[config.mk]
export PLATFORM = sky130hd
export DESIGN_NAME = usb_in_ep_scheduler
export DESIGN_NICKNAME = d
export VERILOG_FILES = /design/src/rtl/usb_in_ep_scheduler.sv
export SDC_FILE = /design/constraint.sdc
export NUM_CORES = 1
export LEC_CHECK = 0
export ABC_AREA = 1
export BUFFER_PORTS_ARGS = -buffer_cell sky130_fd_sc_hd__buf_2
export CELL_PAD_IN_SITES_DETAIL_PLACEMENT = 0
export CELL_PAD_IN_SITES_GLOBAL_PLACEMENT = 2
export CORE_UTILIZATION = 24
export CTS_CLUSTER_DIAMETER = 120
export DETAILED_ROUTE_END_ITERATION = 12
export PLACE_DENSITY_LB_ADDON = 0.1
export SLEW_MARGIN = 20
export SYNTH_ARGS = -nofsm -noshare
export SYNTH_HDL_FRONTEND = slang
export SYNTH_SLANG_ARGS = --single-unit
[constraint.sdc]
create_clock -name clk -period 1.9 [get_ports clk]
set_clock_uncertainty 0.1 [all_clocks]
set_input_delay 0.285 -clock clk [delete_from_list [all_inputs] [get_ports clk]]
set_output_delay 0.285 -clock clk [all_outputs]
set_load 0.01 [all_outputs]
[src/rtl/usb_in_ep_scheduler.sv]
// usb_in_ep_scheduler: round-robin packetizer sharing one
// USB IN endpoint between two first-word-fall-through byte FIFOs.
module usb_in_ep_scheduler #(
   parameter int MAX_PKT  = 64,
   parameter int FLUSH_TO = 16,
   parameter bit ZLP_EN   = 1'b1
) (
   input  logic       clk,
   input  logic       reset_n,
   input  logic [7:0] src0_dout,
   input  logic       src0_empty,
   output logic       src0_pop,
   input  logic [7:0] src1_dout,
   input  logic       src1_empty,
   output logic       src1_pop,
   output logic       in_ep_req,
   input  logic       in_ep_grant,
   input  logic       in_ep_data_free,
   output logic       in_ep_data_put,
   output logic [7:0] in_ep_data,
   output logic       in_ep_data_done,
   input  logic       in_ep_acked,
   output logic       active_src,
   output logic       busy
);

   typedef enum logic [2:0] {
      IDLE,
      REQ,
      XFER,
      DONE,
      WAIT_ACK
   } state_t;

   state_t      state;
   state_t      state_nx;
   logic        sel;
   logic        rr_ptr;
   logic        put_q;
   logic        ack_q;
   logic [1:0]  zlp_pend;
   logic [7:0]  cnt;
   logic [15:0] idle;
   logic        cand0;
   logic        cand1;
   logic        pick;
   logic        sel_empty;
   logic        full;
   logic        flush;
   logic        zlp_go;

   assign cand0     = !src0_empty | zlp_pend[0];
   assign cand1     = !src1_empty | zlp_pend[1];
   assign pick      = (cand0 & cand1) ? rr_ptr : cand1;
   assign sel_empty = sel ? src1_empty : src0_empty;
   assign full      = (cnt == 8'(MAX_PKT));
   assign flush     = (idle == 16'(FLUSH_TO - 1));
   // A ZLP entry is the only way to reach XFER with nothing queued.
   assign zlp_go    = sel_empty & (cnt == 8'd0) & zlp_pend[sel];

   // put_q spaces puts so the FIFO head settles after every pop
   assign in_ep_data_put = (state == XFER) & in_ep_grant &
                           in_ep_data_free & !sel_empty &
                           !put_q & !full;
   assign src0_pop   = in_ep_data_put & !sel;
   assign src1_pop   = in_ep_data_put & sel;
   assign busy       = (state != IDLE);
   assign active_src = sel;
   assign in_ep_data = !busy ? 8'd0 :
                       (sel ? src1_dout : src0_dout);

   // FSM state register
   always_ff @(posedge clk or negedge reset_n) begin
      if (!reset_n) begin
         state <= IDLE;
      end else begin
         state <= state_nx;
      end
   end

   // FSM next state and handshake outputs
   always_comb begin
      state_nx        = state;
      in_ep_req       = 1'b0;
      in_ep_data_done = 1'b0;
      case (state)
         IDLE: begin
            if (cand0 | cand1) state_nx = REQ;
         end
         REQ: begin
            in_ep_req = 1'b1;
            if (in_ep_grant) state_nx = XFER;
         end
         XFER: begin
            in_ep_req = 1'b1;
            if (in_ep_grant & (full | flush | zlp_go))
               state_nx = DONE;
         end
         DONE: begin
            in_ep_req       = 1'b1;
            in_ep_data_done = 1'b1;
            state_nx        = WAIT_ACK;
         end
         WAIT_ACK: begin
            if (in_ep_acked | ack_q) state_nx = IDLE;
         end
         default: state_nx = IDLE;
      endcase
   end

   // Source select, packet counters and ZLP/ack bookkeeping
   always_ff @(posedge clk or negedge reset_n) begin
      if (!reset_n) begin
         sel      <= 1'b0;
         rr_ptr   <= 1'b0;
         put_q    <= 1'b0;
         ack_q    <= 1'b0;
         zlp_pend <= 2'b00;
         cnt      <= 8'd0;
         idle     <= 16'd0;
      end else begin
         put_q <= in_ep_data_put;
         if (state == IDLE && (cand0 | cand1)) begin
            sel <= pick;
         end
         if (state == REQ && in_ep_grant) begin
            cnt  <= 8'd0;
            idle <= 16'd0;
         end
         if (state == XFER && in_ep_grant) begin
            if (in_ep_data_put) cnt <= cnt + 8'd1;
            idle <= sel_empty ? idle + 16'd1 : 16'd0;
         end
         if (state == DONE) begin
            zlp_pend[sel] <= ZLP_EN & full;
            ack_q         <= in_ep_acked;
         end
         if (state == WAIT_ACK && (in_ep_acked | ack_q)) begin
            rr_ptr <= ~sel;
            ack_q  <= 1'b0;
         end
      end
   end

endmodule

Word level (Yosys, flattened, before mapping)

Cells that the tools add are included.

Word-level logic and storage cells: 82
Flip-flop bits (word level): 33
Input port bits: 23
Output and inout port bits: 15

Add/sub/neg operators: 2
Equal/unequal tests: 10
Muxes and demuxes: 24
Bitwise gates (word level): 18
$lt $le $gt $ge: 2
Reductions and logical operators: 18

Operators by type and width:

| kind                    | number |
|---|---|
| $mux W16                | 3 |
| $mux W8                 | 5 |
| $add A16 B1 Y16 const B | 1 |
| $eq A16 B4 Y1 const B   | 1 |
| $pmux W3 S5             | 1 |
| $mux W3                 | 4 |
| $and A1 B1 Y1           | 11 |
| $mux W1                 | 9 |
| $add A8 B1 Y8 const B   | 1 |
| $eq A8 B7 Y1 const B    | 1 |
| $logic_not A8 Y1        | 1 |
| $eq A3 B2 Y1 const B    | 2 |
| $logic_not A1 Y1        | 6 |
| $ne A2 B2 Y1 const B    | 3 |
| $or A1 B1 Y1            | 6 |
| $logic_and A1 B1 Y1     | 5 |
| $reduce_and A4 Y1       | 1 |
| $reduce_bool A2 Y1      | 2 |
| $eq A3 B1 Y1 const B    | 1 |
| $eq A3 B3 Y1 const B    | 1 |
| $logic_not A3 Y1        | 1 |
| $reduce_bool A3 Y1      | 1 |
| $reduce_or A3 Y1        | 1 |
| $bwmux W2               | 1 |
| 5 further kinds         | 5 |

Logic depth before layout (Yosys ltp)

Gate-level depths: netlist of run 1.

Depth in word-level cells: 8
Gate-level depth with buffers: 10
Depth with buffers taken out: 10

Worst setup path before layout of run 1

OpenSTA, ideal clock, no wires.

Path type: register -> output
From: register sel (netlist: active_src)
To: output src0_pop
Slack: 0.268 ns
Stages on the path, launching flop included: 10
Data required time: 1.515 ns
Arrival time: 1.247 ns
Buffers on the path: 1
Path through: dfrtp_1 > inv_2 > nand2_1 > nand2_2 > inv_2 > nand3b_1 > nor2_1 > nand2_1 > buf_6 > nor2_1

Longest elaborated chain between the ends: 6

RTL lines:

| element                    | line | RTL |
|---|---|---|
| from (decl)                | 37   | `logic sel;` |
| from (signal assigned)     | 124  | `sel <= pick;` |
| $mux W1                    | 55   | `assign sel_empty = sel ? src1_empty : src0_empty;` |
| $logic_not A1 Y1           | 63   | `in_ep_data_free & !sel_empty &` |
| $and A1 B1 Y1 (2 in a row) | 63   |  |
| $and A1 B1 Y1              | 64   | `!put_q & !full;` |
| $and A1 B1 Y1 *            | 65   | `assign src0_pop = in_ep_data_put & !sel;` |
| to (decl)                  | 12   | `output logic src0_pop,` |

Every way passes the cells marked *; elsewhere a longest branch is shown, timed or not.

Final worst setup path of run 1

Same ends and word-level chain as after synthesis.

==> metrics.yaml, run 1 <==
outcome:
  status: "finished clean"
critical_path:
  critPathCaptureType: "primary output"
  crit_chain: "inv_2 > nand2_2 > nand2_2 > inv_2 > nand3b_1 > nor2_4 > nand2_4 > nor2_1 > buf_2"
  worstRegToRegCells: 8
  rr_endpoint: "idle[5]"
  cpMaxStageDelayCell: "dfrtp_1"
  cp.depth: 9
  worst_ep_arrival_time_ns: 1.48
  crit_buf_inv: 3
  r2r_start: "state[2]"
  startpoint: "active_src"
  crit_type: "reg -> out"
  path_delay_family: "simple AND/OR/NAND/NOR gates"
  max_stage_delay_ns: 0.39
  reg2reg_setup_slack_ns: 0.22
  required_ns: 1.51
  path_max_fanout: 4
  critPathCapture: "src0_pop"
  start_kind: "flip-flop"
sta:
  fmax_mhz: 536
  fin_crit_sh: 0.981
  finalSetupViolCount: 0
  hold_slack_ns: 0.175
  slew_violations: 0
  rsz0062_at_grt: "yes"
  post-route-min-period_ns: 1.86
  hold_viol_final: 0
  max-slew-margin-rel: 0.691
  setup_slack_ns: 0.0358
  worst_slew_pin_slew_ns: 0.464
logic_synthesis:
  syn_inst: 311
  synth_edf_count: 0
  syn_area_per_cell_um2: 6.77
  synth-seq-area-share: 0.392
  synthFlopType: "dfrtp_1"
  ys_types: 26
  yosysMostFrequentCell: "nand2_1"
  async_flop_share: 1.00
  synth_nets: 337
  ys_ff_latch: 33
  synth_area_leaders: "dfrtp_1 39%, nand2_1 20%, nor2_1 6.8%"
  synthTopCellsByCount: "111 x nand2_1, 38 x nor2_1, 33 x dfrtp_1"
  synth_warnings: 0
  synth.top_cell.area_share: 0.392
  yosys.area.top_type: "dfrtp_1"
  synth_area_mm2: 0.00211
floorplan:
  die_y_um: 95.7
  initial_core_util: 0.252
  rows: 33
  io_pins: 38
  die_area_mm2: 0.00915
  coreArea_mm2: 0.00834
  die_w_um: 95.7
global_routing:
  grt_antenna_before_repair: 0
  grtUsageTotal: 0.133
  grt_first_pass_wirelength_um: 9170
  grt_max_degree: 34
  grt_pass1_vias: 1911
  globalRoute.totalOverflow: 0
clocking:
  cts_sinks: 33
  cts_root_buffer: "clkbuf_8"
  cts_tree: "yes"
  clk_pin_slew_ns: 0.07
  cts_buffer_depth: 2
  ctsHtreeMaxLevel: 2
  cts_made_buffers: 5
  clk_latency_ns: 0.29
placement:
  hpwl_um: 4210
  place_congestion: 0.755
  post-place-ws_ns: 0.193
  port_buffers: 37
  place_area_mm2: 0.00247
drt:
  wirelength_um: 5670
  drt_drc_violations_left: 0
  ant_nets: 0
  firstDrtPassIters: 4
  drt_iter0_drc: 49
  routed_via_density: 4.41
  wl_per_cell_um: 11.9
  vias: 2097
power_and_ir_drop:
  power.density_mw_per_mm2: 1070
  p_leak_nw: 1.42
  ir_drop_mv: 0.481
finish:
  area_delta_synth_final_pct: 28.0
  num-fill-cells: 958
  n_antenna_cell: 0
  postLayoutCellArea_mm2: 0.00270
  num-nets-final: 396
  drive_above_1_share: 0.240
worst_hold_path:
  hp-class: "in -> reg"
flow_run:
  drv_cap: 0
[routing by layer]
metal	vias up	GRT usage	share of wire
li1	1096	-	-
met1	981	0.176	0.48
met2	15	0.217	0.49
met3	5	0.0263	0.020
met4	0	0.0410	0.0093
met5	-	0	0
[registers in the layout (all words and copies together), names as in the netlist]
register and cells:
active_src 1, ack_q 1, zlp_pend 2, cnt 8, idle 16, rr_ptr 1
state 3, put_q 1
[stage by stage]
step	instances	total power, W	setup TNS, ns	utilization
after detailed placement	460	0.00217	0	0.297
after global placement	460	0.00219	0	0.297
after CTS	471	0.00286	0	0.315
after floorplan	311	0.00172	0	-
final	476	0.00289	0	0.323
after global routing	476	0.00317	-0.314	0.323
[worst min-delay path by stage]
stage	slack (ns)	from	depth (start not counted)	endpoint
after global routing	0.24	in_ep_acked	3	ack_q
after floorplan	-0.11	reset_n	0	ack_q
final	0.18	in_ep_acked	3	ack_q
after CTS	0.18	in_ep_acked	3	ack_q
after detailed placement	0.26	reset_n	2	idle[7]
after global placement	0.27	reset_n	2	idle[7]
[worst min-delay path, cell delays in order]
cell     delay [ns]
buf_2          0.08
o21ai_0        0.08
nor2_1         0.08
[logic make-up (layout without fill, tap and decap cells)]
family / after synthesis / after routing / synth area share
AND/OR/NAND/NOR: 192 / 192 / 0.389
buffers and inverters: 42 / 102 / 0.0838
flip-flops: 33 / 33 / 0.392
XOR/XNOR: 8 / 8 / 0.0333
AO/OA/AOI/OAI: 33 / 33 / 0.0838
adder cells (fa/ha/maj): 3 / 3 / 0.0178
[cell usage in the layout (no fill, tap or decap), drive strengths merged]
master,n
or2,1
o21ai,13
nand3b,2
nor3,4
o22ai,2
nand4,4
o211ai,1
clkinv,1
xor2,8
dlygate4sd3,1
nand3,26
a21oi,14
dfrtp,33
clkbuf,7
nand2,113
a31oi,2
buf,56
nor2,42
a22o,1
inv,37
ha,3
[where the power goes]
group,switching [W],internal (W)
sequential,0.000112,0.000813
combinational,0.000817,0.000536
clock,0.000281,0.000328
[final cells by class]
class	count	area (µm²)	share of cell area
multi-input cells	236	1150	0.425
flip-flops and latches	33	828	0.307
repair buffers	57	344	0.128
inverters	37	144	0.0534
clock buffers	7	96.3	0.0357
clock inverters	1	5.00	0.00186
well taps	105	131	0.0487
[what timing repair did]
action | 4_1_cts | 5_1_grt
buffers inserted | 2 | 5
gates resized for setup | 8 | 10
endpoints found under the hold margin | 33 | 0
hold buffers | 1 | 0
endpoints found under the setup margin | 11 | 11
pin swaps | 2 | 5
Note: power is estimated with default switching activity, not from simulation.
==> run 2: changes to the inputs <==
Settings changed: PLACE_DENSITY from default to 0.66, PLACE_DENSITY_LB_ADDON 0.1 to default.
==> metrics.yaml, run 2 (synthesis results as in run 1) <==
outcome:
  status: "finished clean"
sta:
  finalSetupViolCount: 0  # unchanged
  max-slew-margin-rel: 0.667  # -0.0240
  post-route-min-period_ns: 1.86  # -0.00337 ns
  slew_violations: 0  # unchanged
  rsz0062_at_grt: "yes"
  setup_slack_ns: 0.0392  # +0.00337 ns
  fmax_mhz: 537  # +0.18%
  worst_slew_pin_slew_ns: 0.500  # +0.0360 ns
  fin_crit_sh: 0.979  # -0.00177
  fin_setup_tns_ns: 0  # unchanged
  hold_viol_final: 0  # unchanged
power_and_ir_drop:
  intPower_w: 0.00160  # -4.7%
  pwr-share-seq: 0.336  # +0.015
  ir_drop_mv: 0.499  # +3.6%
  power_frac_comb: 0.465  # -0.004
  p_leak_nw: 1.39  # -2.0%
  clock_power_share: 0.199  # -0.012
  power.share.switching: 0.422  # +0.00256
  switchingPower_w: 0.00117  # -3.7%
  power.density_mw_per_mm2: 1050  # -2.0%
finish:
  n_antenna_cell: 0  # unchanged
  num-nets-final: 393  # -0.76%
  largest_reg_flops: 16  # unchanged
  area_delta_synth_final_pct: 25.0
  regMostFlops: "idle"
  drive_above_1_share: 0.223  # -0.0165
  reg_top3: "idle x16, cnt x8, state x3"
  final_common_cell: "nand2_1"
  final_cell_mix: "109 x nand2_1, 36 x buf_2, 34 x nor2_1"
global_routing:
  grtUsageTotal: 0.129  # -0.00373
  grt_max_degree: 21  # -38%
  globalRoute.totalOverflow: 0  # unchanged
  grt_pass1_vias: 1956  # +2.4%
  grt_first_pass_wirelength_um: 8980  # -2.1%
  grt_antenna_before_repair: 0  # unchanged
drt:
  wl_per_cell_um: 11.4  # -4.2%
  drt_iter0_drc: 59  # +20%
  wirelength_um: 5390  # -5.0%
  vias: 1982  # -5.5%
  firstDrtPassIters: 4  # unchanged
  ant_nets: 0  # unchanged
  routed_via_density: 4.20  # -4.7%
  drt_drc_violations_left: 0  # unchanged
clocking:
  cts_root_buffer: "clkbuf_8"
  clk_latency_ns: 0.29  # about the same
  ctsHtreeMaxLevel: 2  # unchanged
  clk_pin_slew_ns: 0.07  # about the same
  cts_sinks: 33  # unchanged
  cts_made_buffers: 5  # unchanged
  cts_tree: "yes"
  cts_buffer_depth: 2  # unchanged
floorplan:
  die_y_um: 95.7  # unchanged
  die_area_mm2: 0.00915  # unchanged
  io_pins: 38  # unchanged
  rows: 33  # unchanged
  coreArea_mm2: 0.00834  # unchanged
  die_w_um: 95.7  # unchanged
  initial_core_util: 0.252  # unchanged
critical_path:
  critPathCaptureType: "primary output"
  required_ns: 1.51  # about the same
  crit_type: "reg -> out"
  path_max_fanout: 5  # +1
  worstRegToRegCells: 11  # +3
  start_kind: "flip-flop"
  rr_endpoint: "cnt[4]"
  reg2reg_setup_slack_ns: 0.28  # +0.06 ns
  r2r_start: "cnt[0]"
  worst_ep_arrival_time_ns: 1.48  # about the same
worst_hold_path:
  min_from: "in_ep_acked"
  whs_endpoint: "ack_q"
  min_delay_path_depth: 3  # unchanged
  hp-class: "in -> reg"
placement:
  place_congestion: 0.768  # +1.7%
  post-place-ws_ns: 0.222  # +0.0294 ns
  hpwl_um: 4010  # -4.7%
  port_buffers: 37  # unchanged
flow_run:
  drv_cap: 0  # unchanged
==> run 2: cell count changes in the layout (fill, tap and decap cells not counted) <==
| cell | before | now |
|---|---|---|
| inv_2 | 4 | 6 |
| nand2_4 | 1 | 0 |
| clkbuf_8 | 7 | 6 |
| nand2_1 | 107 | 109 |
| clkbuf_1 | 0 | 1 |
| nand2_2 | 5 | 4 |
| nor2_2 | 4 | 6 |
| nor2_4 | 4 | 2 |
| inv_4 | 2 | 0 |
| buf_4 | 19 | 16 |
| clkinv_2 | 1 | 0 |
==> run 2: metrics by stage <==
step / total power [W] / util / cell area, µm² / hold WS [ns] / std cells
6_report: 0.00276 / 0.316 / 2630 / 0.172 / 472
5_1_grt: 0.00304 / 0.316 / 2630 / 0.192 / 472
4_1_cts: 0.00275 / 0.311 / 2590 / 0.169 / 468
3_5_place_dp: 0.00214 / 0.295 / 2460 / 0.187 / 458
3_3_place_gp: 0.00216 / 0.295 / 2460 / 0.181 / 458
2_1_floorplan: 0.00172 / - / 2110 / -0.111 / 311
==> run 2: repair_timing <==
action | 4_1_cts | 5_1_grt
buffers inserted | 2 | 4
hold endpoints to repair | 18 | 0
hold buffers | 1 | 0
endpoints found under the setup margin | 11 | 11
pin swaps | 0 | 2
resized for setup | 6 | 5
==> run 2: per-layer routing <==
layer / global-route usage / part of all wire / wire (µm) / vias up
met3: 0.0263 / 0.019 / 103 / 8
met2: 0.207 / 0.46 / 2480 / 13
met4: 0.0410 / 0.013 / 72 / 0
met5: 0 / 0 / 0 / -
li1: - / - / - / 1093
met1: 0.173 / 0.51 / 2730 / 868
==> run 2: worst max-delay path, stage by stage, from the launching register on <==
cell and delay (ns):
dfrtp_2 0.44, nor2_4 0.14, nand3_4 0.11, nor2_2 0.15, nand2_2 0.11, nor2_1 0.10
buf_2 0.13
==> run 2: worst max path at each step <==
stage / slack (ns) / from / cells after the start / to
CTS: 0.002 / state[2] / 6 / src1_pop
global placement: 0.24 / state[0] / 6 / src1_pop
finish: 0.04 / state[2] / 6 / src0_pop
floorplan: 0.27 / active_src / 9 / src0_pop
detailed placement: 0.22 / state[0] / 6 / src1_pop
global route: -0.11 / active_src / 9 / src1_pop
==> run 2: layout make-up <==
class / instances / area (µm²)
Tap cell: 105 / 131
Inverter: 37 / 139
Timing Repair Buffer: 54 / 322
Fill cell: 959 / 5710
Multi-Input combinational cell: 236 / 1130
Sequential cell: 33 / 828
Clock buffer: 7 / 86.3
==> run 2: power groups by stage <==
stage / registers (W) / clock network, W / logic, W
final: 0.000928 / 0.000550 / 0.00128
after CTS: 0.000923 / 0.000573 / 0.00125
after global routing: 0.000945 / 0.000600 / 0.00149
after floorplan: 0.000928 / 0 / 0.000789
after global placement: 0.000935 / 0 / 0.00123
after detailed placement: 0.000937 / 0 / 0.00120
